===== src/rtl/mem_arb_pkg.sv =====
// Shared types and constants for the IF/LS memory port arbiter.
package mem_arb_pkg;

  // Which requester owns the RAM response returning in the next cycle.
  typedef enum logic [1:0] {
    OWN_NONE,
    OWN_IF,
    OWN_LS_RD,
    OWN_LS_WR
  } owner_e;

  localparam logic [7:0] BE_ALL = 8'hFF;

  // Select one instruction from a RAM word using byte-address bit 2.
  function automatic logic [31:0] pick_inst(input logic [63:0] word, input logic lane);
    return lane ? word[63:32] : word[31:0];
  endfunction

endpackage


===== src/rtl/mem_arb_grant.sv =====
// Grant decision between IF and LS with an LS streak limit protecting fetch.
module mem_arb_grant #(
  parameter int unsigned MAX_LS_STREAK = 4
) (
  input  logic       clk,
  input  logic       rst_n,
  input  logic       if_valid,
  input  logic       ls_valid,
  output logic       if_grant,
  output logic       ls_grant,
  output logic [3:0] ls_streak
);

  localparam logic [3:0] STREAK_MAX = 4'(MAX_LS_STREAK);

  logic streak_full;

  // LS wins contention until it has held the port STREAK_MAX times in a row.
  always_comb begin
    streak_full = (ls_streak == STREAK_MAX);
    ls_grant    = ls_valid && !(if_valid && streak_full);
    if_grant    = if_valid && !ls_grant;
  end

  // Count LS grants taken while IF waits; any IF grant or idle IF clears it.
  always_ff @(posedge clk or negedge rst_n) begin
    if (!rst_n) begin
      ls_streak <= '0;
    end else if (!if_valid || if_grant) begin
      ls_streak <= '0;
    end else if (ls_grant && !streak_full) begin
      ls_streak <= ls_streak + 4'd1;
    end
  end

endmodule


===== src/rtl/mem_port_arbiter.sv =====
// Shares one single-ported 64-bit RAM between instruction fetch and load/store.
module mem_port_arbiter
  import mem_arb_pkg::*;
#(
  parameter int unsigned ADDR_W        = 13,
  parameter int unsigned DATA_W        = 64,
  parameter int unsigned INST_W        = 32,
  parameter int unsigned MAX_LS_STREAK = 4
) (
  input  logic              clk,
  input  logic              rst_n,
  input  logic              if_req_valid,
  input  logic [ADDR_W-1:0] if_req_addr,
  output logic              if_req_ready,
  input  logic              if_flush,
  output logic              if_rsp_valid,
  output logic [INST_W-1:0] if_rsp_inst,
  input  logic              ls_req_valid,
  input  logic              ls_req_we,
  input  logic [ADDR_W-1:0] ls_req_addr,
  input  logic [DATA_W-1:0] ls_req_wdata,
  input  logic [7:0]        ls_req_be,
  output logic              ls_req_ready,
  output logic              ls_rsp_valid,
  output logic [DATA_W-1:0] ls_rsp_rdata,
  output logic              mem_en,
  output logic              mem_we,
  output logic [ADDR_W-4:0] mem_addr,
  output logic [DATA_W-1:0] mem_wdata,
  output logic [7:0]        mem_be,
  input  logic [DATA_W-1:0] mem_rdata
);

  logic       if_grant;
  logic       ls_grant;
  logic [3:0] ls_streak;
  owner_e     owner;
  logic       lane;
  logic       unused_bits;

  // Low address bits below the access granularity are ignored by design.
  assign unused_bits = ^{if_req_addr[1:0], ls_req_addr[2:0], ls_streak};

  // Reset gates the valids so ready and mem_* read as 0 while rst_n is low.
  mem_arb_grant #(
    .MAX_LS_STREAK(MAX_LS_STREAK)
  ) u_grant (
    .clk      (clk),
    .rst_n    (rst_n),
    .if_valid (if_req_valid && rst_n),
    .ls_valid (ls_req_valid && rst_n),
    .if_grant (if_grant),
    .ls_grant (ls_grant),
    .ls_streak(ls_streak)
  );

  assign if_req_ready = if_grant;
  assign ls_req_ready = ls_grant;

  // Drive the RAM straight from whichever request is granted this cycle.
  always_comb begin
    mem_en    = if_grant || ls_grant;
    mem_we    = ls_grant && ls_req_we;
    mem_addr  = '0;
    mem_wdata = '0;
    mem_be    = '0;
    if (ls_grant) begin
      mem_addr  = ls_req_addr[ADDR_W-1:3];
      mem_be    = ls_req_we ? ls_req_be : BE_ALL;
      mem_wdata = ls_req_we ? ls_req_wdata : '0;
    end else if (if_grant) begin
      mem_addr = if_req_addr[ADDR_W-1:3];
      mem_be   = BE_ALL;
    end
  end

  // Remember who owns next cycle's response and which instruction lane it wants.
  always_ff @(posedge clk or negedge rst_n) begin
    if (!rst_n) begin
      owner <= OWN_NONE;
      lane  <= 1'b0;
    end else begin
      lane <= if_grant ? if_req_addr[2] : 1'b0;
      if (ls_grant) begin
        owner <= ls_req_we ? OWN_LS_WR : OWN_LS_RD;
      end else if (if_grant) begin
        owner <= OWN_IF;
      end else begin
        owner <= OWN_NONE;
      end
    end
  end

  // Steer returning RAM data to its owner; data is forced to 0 when not valid.
  always_comb begin
    if_rsp_valid = (owner == OWN_IF) && !if_flush;
    if_rsp_inst  = '0;
    if (if_rsp_valid) begin
      if_rsp_inst = pick_inst(mem_rdata, lane);
    end
    ls_rsp_valid = (owner == OWN_LS_RD) || (owner == OWN_LS_WR);
    ls_rsp_rdata = (owner == OWN_LS_RD) ? mem_rdata : '0;
  end

endmodule


===== config.mk =====
export PLATFORM = sky130hd
export DESIGN_NAME = mem_port_arbiter
export DESIGN_NICKNAME = d
export VERILOG_FILES = /design/src/rtl/mem_arb_pkg.sv /design/src/rtl/mem_arb_grant.sv /design/src/rtl/mem_port_arbiter.sv
export SDC_FILE = /design/constraint.sdc
export NUM_CORES = 1
export LEC_CHECK = 0
export ABC_AREA = 1
export CAP_MARGIN = 20
export CORE_AREA = 2 2 139 141
export CTS_CLUSTER_SIZE = 24
export DETAILED_ROUTE_END_ITERATION = 10
export DIE_AREA = 0 0 141 143
export GPL_ROUTABILITY_DRIVEN = 0
export PLACE_DENSITY = 0.51
export SLEW_MARGIN = 20
export SYNTH_ARGS = -nofsm -noshare
export SYNTH_HDL_FRONTEND = slang
export SYNTH_SLANG_ARGS = --single-unit

===== constraint.sdc =====
create_clock -name clk -period 1.37 [get_ports clk]
set_input_delay 0.274 -clock clk [delete_from_list [all_inputs] [get_ports clk]]
set_output_delay 0.274 -clock clk [all_outputs]
set_load 0.01 [all_outputs]

==> flow_summary.yaml <==
run_status:
  status: "finished, violations left"
  violations: "negative setup slack"
timing:
  fin_ws_ns: -0.6720
  rsz0062_at_grt: "yes"
  setup_viol: 186
  skew_ns: 0.003157
  worst_pin_slew_ns: 0.3547
  period_needed_ns: 2.042
  drv_slew: 0
  slew_headroom_pct: 76.10
  hold_viol: 0
  finalCritPeriodShare_pct: 149.1
  maxClockFrequency_mhz: 489.7
  holdWs_ns: 0.1896
route:
  drc_errors: 0
  first_pass_iters: 4
  vias_per_cell: 3.994
  vias: 4537
  first_iter_violations: 67
  drtAntennaViolNets: 0
  wl_per_cell_um: 14.50
  routed_wl_um: 16470
flow_run:
  drv_cap: 0
global_route:
  antenna_found_initial: 0
  grt_overflow: 0
  grt_pass1_wl_um: 23670
  grt_max_degree: 29
  grt_usage_pct: 14.71
  grt_pass1_vias: 4465
die:
  die_w_um: 141
  die_y_um: 143
  ios: 352
  start_util_pct: 11.53
  fp.dieArea_sq_um: 20160
  coreArea_sq_um: 18580
  rows: 50
finish:
  drive_gt1_share_pct: 55.88
  syn2layout_area_growth_pct: 296.8
  n_fill_cell: 1818
  stdcell_area_sq_um: 8499
  layout_commonest_cell: "buf_6"
  fin_nets: 1073
  final_cell_mix: "buf_6 (170), clkdlybuf4s50_1 (157), nor2_4 (122)"
  post-route-util_pct: 45.74
  diodes: 0
worst_setup_path:
  crit_type: "flop to output pin"
  crit_path_cell_trace: "inv_1, ha_2, nand2_2, nor2_2, nand2_2, buf_6, nand2_8, buf_12, buf_16, nor2_2, buf_2"
  start_kind: "flop"
  max_stage_delay_ns: 0.38
  critPathRequiredTime_ns: 1.10
  arrival_ns: 1.77
  cp_slowest_cell: "dfrtp_1"
  worstSetupEndpointType: "output pin"
  crit_fanout: 6
synthesis:
  ys.flop_type: "dfrtp_1"
  yosysWarnings: 0
  synth.largest_area_cell: "nor2_1"
  synthArstFlopShare_pct: 100.0
  syn_nets: 655
  syn-instance-count: 485
  synth_edf_count: 0
  netlist_area_sq_um: 2142
  avgSynthCellArea_sq_um: 4.417
  synth-seq-cells: 7
  synth_area_leaders: "nor2_1 (34%), nand2_1 (18%), inv_1 (13%)"
  ys_types: 20
  synth.top_cell.area_share_pct: 34.35
  synth_seq_area_share_pct: 8.178
power:
  seq_power_share_pct: 7.3
  powerDensity_nw_per_um2: 350.1
  finalPower_w: 0.002976
  power_frac_comb_pct: 76.0
  p_clk_share_pct: 16.7
  switchingPower_w: 0.001108
  ir_drop_v: 0.0004110
  switching_share_pct: 37.24
  p_leak_nw: 3.850
  cellInternalPower_w: 0.001867
place:
  port_buffers: 346
  dpl_cell_area_sq_um: 6571
  post-place-ws_ns: -1.009
  dp_hpwl_um: 12100
clock_tree:
  clk_pin_slew_worst_paths_ns: 0.04
  cts_tree: "done"
  clock_latency_ns: 0.23
  cts.sinks: 7
  cts_max_level: 1
  cts_max_path_buffers: 2
  hold_buffers: 0
  clockRootBuffer: "clkbuf_16"
  numCtsBuffers: 3
hold_path:
  hold_path_class: "primary input to async pin"
-- power by group through the flow --
| stage | logic [W] | registers [W] | clock network, W |
|---|---|---|---|
| final | 0.00226 | 0.000219 | 0.000496 |
| after global routing | 0.00241 | 0.000219 | 0.000521 |
| after CTS | 0.00200 | 0.000219 | 0.000508 |
| after detailed placement | 0.00170 | 0.000221 | 0 |
| after global placement | 0.00170 | 0.000221 | 0 |
| after floorplan | 0.000620 | 0.000220 | 0 |
-- per-stage QoR --
step	TNS (ns)	instances
after floorplan	-9.325	485
after global placement	-137.85	1076
after detailed placement	-138.01	1076
after CTS	-91.10	1128
after global routing	-101.39	1136
final	-89.13	1136
-- flip-flops by register name, summed over array words and instances, names as in the netlist --
name and count:
lane 1, owner 2, u_grant.ls_streak 4
-- cell type report --
type	instances	area (sq um)	area share, %
timing repair buffer	448	4917	57.85
clock buffer	4	78.83	0.9274
sequential	7	176.4	2.076
inverter	76	302.8	3.562
tap	234	292.8	3.445
multi-input combinational	367	2731	32.14
-- path summary, 6_finish.rpt --
| path | end | cells past startpoint | slack [ns] | start |
|---|---|---|---|---|
| max | mem_wdata[58] | 11 | -0.67 | u_grant.ls_streak[0]$_DFFE_PN0P_ |
| min | u_grant.ls_streak[3]$_DFFE_PN0P_ | 2 | 0.19 | rst_n |
| max reg2reg | owner[0]$_DFF_PN0_ | 11 | -0.24 | u_grant.ls_streak[0]$_DFFE_PN0P_ |
| min reg2reg | u_grant.ls_streak[3]$_DFFE_PN0P_ | 3 | 0.63 | u_grant.ls_streak[3]$_DFFE_PN0P_ |
| max in group asynchronous | lane$_DFF_PN0_ | 2 | 1.03 | rst_n |
| min in group clk | lane$_DFF_PN0_ | 3 | 0.57 | if_req_addr[2] |
-- timing repair --
item,4_1_cts,5_1_grt
gates cloned,15,0
buffers inserted,34,17
endpoints found under the setup margin,186,186
pin swaps,53,27
resized for setup,977,229
-- routing by layer --
metal / routed length [um] / up-vias / global-route usage, %
met5: 0 / - / 0
met4: 108 / 0 / 1.368
met3: 1285 / 8 / 3.622
met2: 9206 / 230 / 29.04
met1: 5872 / 2039 / 16.43
li1: - / 2260 / -
-- synthesized netlist by cell type (2+ instances only) --
| master | count |
|---|---|
| inv_1 | 74 |
| clkbuf_1 | 12 |
| buf_6 | 2 |
| buf_2 | 13 |
| nand3_1 | 21 |
| nor2_1 | 196 |
| dfrtp_1 | 7 |
| ha_1 | 2 |
| buf_1 | 4 |
| inv_2 | 2 |
| a21oi_1 | 31 |
| or2_2 | 8 |
| buf_4 | 5 |
| nand2_1 | 102 |
-- logic make-up (layout without fill, tap and decap cells) --
family	after synthesis	after routing	share of synthesized area [%]
AND/OR/NAND/NOR	329	330	59.99
buffers and inverters	112	528	21.96
AO/OA/AOI/OAI	33	33	7.885
flip-flops	7	7	8.178
adder cells (fa/ha/maj)	2	2	1.168
XOR/XNOR	2	2	0.8179
-- worst max-delay path, delay by kind of cell, from the launching register on --
family	cells	cell delay, ns
buf+inv	5	0.58
flops	1	0.38
fa+ha+maj	1	0.19
simple gates	5	0.39
(Power assumes the default switching activity.)
